===== src/rtl/schmitt_scan_ctrl.sv =====
// Shares one Schmitt threshold detector across NCHAN channels by time-multiplexing it.
// Each channel visit takes SETTLE+2 cycles (select, settle, sample). Events appear one cycle after SAMPLE.
// The single-entry event register drops a new event while an unaccepted one is held, and flags overrun.
module schmitt_scan_ctrl #(
  parameter int NCHAN  = 4,
  parameter int CHW    = 2,
  parameter int SETTLE = 8
) (
  input  logic             clk,
  input  logic             rst,
  input  logic             enable,
  output logic [CHW-1:0]   mux_sel,
  output logic             thr_hi,
  input  logic             cmp_in,
  output logic [NCHAN-1:0] state_out,
  output logic             evt_valid,
  input  logic             evt_ready,
  output logic [CHW-1:0]   evt_chan,
  output logic             evt_level,
  output logic             overrun,
  input  logic             ovr_clr
);

  // The counter must hold SETTLE-1.
  localparam int CNTW = $clog2(SETTLE + 1);

  typedef enum logic [1:0] {
    ST_IDLE   = 2'd0,
    ST_SELECT = 2'd1,
    ST_SETTLE = 2'd2,
    ST_SAMPLE = 2'd3
  } state_t;

  state_t          state_q;
  state_t          state_d;
  logic [CHW-1:0]  ch_q;
  logic [CHW-1:0]  ch_next;
  logic [CNTW-1:0] cnt_q;
  logic            sync1;
  logic            sync2;
  logic            cur_level;
  logic            in_select;
  logic            in_settle;
  logic            in_sample;
  logic            raise;
  logic            accept;

  // Two-flop synchronizer for the asynchronous comparator output.
  always_ff @(posedge clk or posedge rst) begin
    if (rst) begin
      sync1 <= 1'b0;
      sync2 <= 1'b0;
    end else begin
      sync1 <= cmp_in;
      sync2 <= sync1;
    end
  end

  // FSM state register.
  always_ff @(posedge clk or posedge rst) begin
    if (rst) begin
      state_q <= ST_IDLE;
    end else begin
      state_q <= state_d;
    end
  end

  // Next-state logic and per-state strobes.
  always_comb begin
    state_d   = state_q;
    in_select = 1'b0;
    in_settle = 1'b0;
    in_sample = 1'b0;
    case (state_q)
      ST_IDLE: begin
        if (enable) begin
          state_d = ST_SELECT;
        end
      end
      ST_SELECT: begin
        in_select = 1'b1;
        state_d   = ST_SETTLE;
      end
      ST_SETTLE: begin
        in_settle = 1'b1;
        if (cnt_q == '0) begin
          state_d = ST_SAMPLE;
        end
      end
      ST_SAMPLE: begin
        // The sample always completes; enable only decides whether to continue.
        in_sample = 1'b1;
        state_d   = enable ? ST_SELECT : ST_IDLE;
      end
      default: begin
        state_d = ST_IDLE;
      end
    endcase
  end

  // Hysteresis decision: a change only when the synchronized comparator disagrees with the stored level.
  always_comb begin
    cur_level = state_out[ch_q];
    raise     = in_sample && (sync2 != cur_level);
    accept    = evt_valid && evt_ready;
    ch_next   = (ch_q == CHW'(NCHAN - 1)) ? '0 : ch_q + 1'b1;
  end

  // Channel index advances after each sample and is kept across IDLE so a re-enable resumes the scan.
  always_ff @(posedge clk or posedge rst) begin
    if (rst) begin
      ch_q <= '0;
    end else if (in_sample) begin
      ch_q <= ch_next;
    end
  end

  // Settle counter: loaded in SELECT, counts down to zero in SETTLE.
  always_ff @(posedge clk or posedge rst) begin
    if (rst) begin
      cnt_q <= '0;
    end else if (in_select) begin
      cnt_q <= CNTW'(SETTLE - 1);
    end else if (in_settle && (cnt_q != '0)) begin
      cnt_q <= cnt_q - 1'b1;
    end
  end

  // Analog mux and threshold select; registered once per channel and held otherwise, including IDLE.
  always_ff @(posedge clk or posedge rst) begin
    if (rst) begin
      mux_sel <= '0;
      thr_hi  <= 1'b0;
    end else if (in_select) begin
      mux_sel <= ch_q;
      thr_hi  <= ~state_out[ch_q];
    end
  end

  // Per-channel hysteresis level, at most one bit updated per sample.
  always_ff @(posedge clk or posedge rst) begin
    if (rst) begin
      state_out <= '0;
    end else if (raise) begin
      state_out[ch_q] <= sync2;
    end
  end

  // Single-entry event register; a slot being accepted this cycle can take the new event.
  always_ff @(posedge clk or posedge rst) begin
    if (rst) begin
      evt_valid <= 1'b0;
      evt_chan  <= '0;
      evt_level <= 1'b0;
    end else if (raise && (!evt_valid || evt_ready)) begin
      evt_valid <= 1'b1;
      evt_chan  <= ch_q;
      evt_level <= sync2;
    end else if (accept) begin
      evt_valid <= 1'b0;
    end
  end

  // Sticky overrun flag; a new loss in the same cycle as a clear keeps it set.
  always_ff @(posedge clk or posedge rst) begin
    if (rst) begin
      overrun <= 1'b0;
    end else if (raise && evt_valid && !evt_ready) begin
      overrun <= 1'b1;
    end else if (ovr_clr) begin
      overrun <= 1'b0;
    end
  end

endmodule


===== config.mk =====
export PLATFORM = sky130hd
export DESIGN_NAME = schmitt_scan_ctrl
export DESIGN_NICKNAME = d
export VERILOG_FILES = /design/src/rtl/schmitt_scan_ctrl.sv
export SDC_FILE = /design/constraint.sdc
export NUM_CORES = 1
export LEC_CHECK = 0
export ABC_AREA = 1
export CORE_MARGIN = 2
export CORE_UTILIZATION = 50
export CTS_CLUSTER_DIAMETER = 60
export DETAILED_ROUTE_END_ITERATION = 10
export DONT_BUFFER_PORTS = 1
export SYNTH_ARGS = -nofsm -noshare
export SYNTH_HDL_FRONTEND = slang
export SYNTH_SLANG_ARGS = --single-unit

===== constraint.sdc =====
create_clock -name clk -period 3.3 [get_ports clk]
set_input_delay 0.66 -clock clk [delete_from_list [all_inputs] [get_ports clk]]
set_output_delay 0.66 -clock clk [all_outputs]
set_load 0.01 [all_outputs]

==> results.md <==
* Status: finished, final reports clean
* Clock tree root buffer cell: clkbuf_4
* Fillers at 214
* Largest net degree at the start of global routing at 23
* Final instance area at 0.00122 mm^2
* GP Congestion at 0.730
* Post-CTS Setup Bufs at 0
* Peak VDD IR at 0.000490 V
* Clk Latency, worst-skew pair at 0.31 ns
* Dpl hpwl at 1430 um
* Post-synth top flop: dfrtp_1
* Worst-margin pin slew at 0.822 ns
* Die H at 52.3 um
* Cell with the most instances after synthesis: nand2_1
* Crit Path Category: reg -> reg
* Post-synth EDFFs at 0
* CP endpoint kind: register
* Yosys top cell area share at 47.1%
* I/O pin count at 18
* Via count at 810
* GRT overflow at 0
* Sw Share at 47.6%
* H-tree depth at 1
* Final wirelength at 1990 um
* TritonRoute pass-1 iters at 4
* Clk pwr share at 11.0%
* DRC Markers at 0
* Max-cap violations at 0
* Leakage at 0.586 nW
* Hold/Removal Path Class: in -> reg
* Buffers on Ports at 0
* Core area at 0.00221 mm^2
* Final count of pins violating max slew at 0
* CTS sink cnt at 22
* Synth cell count leaders: nand2_1 (25), dfrtp_1 (22), inv_1 (14)
* Post-cts resize count at 0
* Pint at 0.590 mW
* Post-synth top area cell: dfrtp_1
* First-iteration detailed-routing DRC count at 13
* First-pass GRT wire length at 3500 um
* Layout Skew at 0.00416 ns
* Crit path arrival time at 1.79 ns
* Mapped Area at 0.00117 mm^2
* Max Root-Sink Buffers at 2
* F_max at 645 MHz
* Post-route ant nets at 0
* Synth area leaders: dfrtp_1 (47%), ha_1 (9.6%), nand2_1 (8.0%)
* Sequential Power Share at 44.0%
* Vias in the first global route at 782
* Comb pwr share at 45.0%
* Critical Path Start Type: register
* Final Hold Viols at 0
* Row cnt at 17
* Yosys warns at 0
* Synth unique cells at 24
* Pwr Total at 1.13 mW
* Setup_tns at 0 ns
* Pre-CTS setup slack at 1.80 ns
* Critical path required time at 3.54 ns
* N_diodes at 0
* CTS tree: done
* Relative slew margins at 45.1%
* Unrepaired setup endpoints after global routing: no
* Post-Syn Area per Cell at 9.50 um^2
* CP Max Fanout at 7
* # nets final at 141
* Post-synthesis sequential area ratio at 47.1%
* Register bit total from synthesis at 22
* Fin crit share at 47.0%
* Mapped Cells at 123
* Initial Util at 52.8%
* Layout cell share with drive strength beyond 1 at 13.7%
* Wire length per cell at 13.1 um
* Switching Power at 0.535 mW
* Post-DP Area at 0.00119 mm^2
* Post-route setup slack at 1.75 ns
* Gr usage total at 17.4%
* Power per cell area at 925 mW/mm^2
* Cts bufs inserted at 3
* Hold-fix buffers, CTS at 0
* Vias per cell at 5.33
* Initial antenna violation count at 0
* CTS clk-pin slew, worst paths at 0.12 ns
* Post-synth net total at 138
* Layout area overhead at 4.18%
* Final setup violation count at 0
* Time the worst path needs with I/O delays and setup at 1.55 ns
* Die W at 52.3 um
* Die Area at 0.00274 mm^2
* Ys async rst share at 100%
power groups by stage:
stage	clock, mW	sequential [mW]	combinational, mW
2_1_floorplan	0	0.477	0.429
3_3_place_gp	0	0.502	0.493
3_5_place_dp	0	0.504	0.505
4_1_cts	0.127	0.498	0.510
5_1_grt	0.138	0.514	0.594
6_report	0.124	0.495	0.507
critical path: stages (launching register included):
cell,delay [ns]
dfrtp_1,0.40
inv_1,0.09
ha_1,0.18
nand2_1,0.08
o21ai_2,0.25
inv_1,0.10
nor2_1,0.18
o21ai_0,0.12
o21ai_0,0.08
layout by cell type (no fill, tap or decap):
cell type / n
o31ai_1: 1
a31oi_1: 1
dfrtp_1: 22
nand2_8: 1
nand4_1: 9
nand3_4: 2
inv_2: 1
nand2_4: 1
nor2_4: 1
nand4_4: 1
xor2_1: 1
nor2_1: 7
nand3_1: 5
o21ai_0: 11
o21ai_2: 2
nand3_2: 1
clkbuf_4: 3
inv_4: 1
ha_1: 9
nand2_1: 25
inv_1: 14
a21oi_1: 2
nand2_2: 3
kinds of logic after synthesis:
group / after synthesis / share of synthesized area (%)
buffers and inverters: 18 / 6.10
adders and majority gates: 9 / 9.64
and+or+nand+nor: 56 / 28.2
AOI/OAI and AO/OA: 17 / 8.24
DFF: 22 / 47.1
xor gates and xnor gates: 1 / 0.750
flip-flops by register name, indices dropped and copies added (netlist names):
register and cells:
cnt_q 4, state_out 4, ch_q 2, evt_chan 2
mux_sel 2, state_q 2, evt_level 1, evt_valid 1
overrun 1, sync1 1, sync2 1, thr_hi 1
stage by stage:
stage | hold slack (ns) | utilization [%] | instances
6_report | 0.364 | 55.0 | 152
5_1_grt | 0.338 | 55.0 | 152
4_1_cts | 0.355 | 55.0 | 152
3_5_place_dp | 0.336 | 54.0 | 149
3_3_place_gp | 0.335 | 54.0 | 149
2_1_floorplan | 0.331 | - | 123
metal layers:
metal	share of wire, %	GRT usage (%)
met1	54	26.0
met2	41	23.8
met3	4.2	3.71
met4	1.4	7.69
met5	0	0
path summary, 6_finish.rpt:
kind	start	slack, ns	depth (start not counted)	to
max	cnt_q[0]	1.75	8	state_q[0]
min reg2reg	sync1	0.37	0	sync2
max in group asynchronous	rst	2.40	1	evt_level
min in group asynchronous	rst	0.39	1	sync1
min	cmp_in	0.36	0	sync1
max reg2reg	cnt_q[0]	1.75	8	state_q[0]
cell type report:
class	count	area (um^2)	area share, %
clock buffers	3	22.5	1.85
inverters	16	62.6	5.14
multi-input cells	83	547	44.9
flip-flops and latches	22	551	45.2
well taps	28	35.0	2.88
Power figures use the tool's default switching activity.
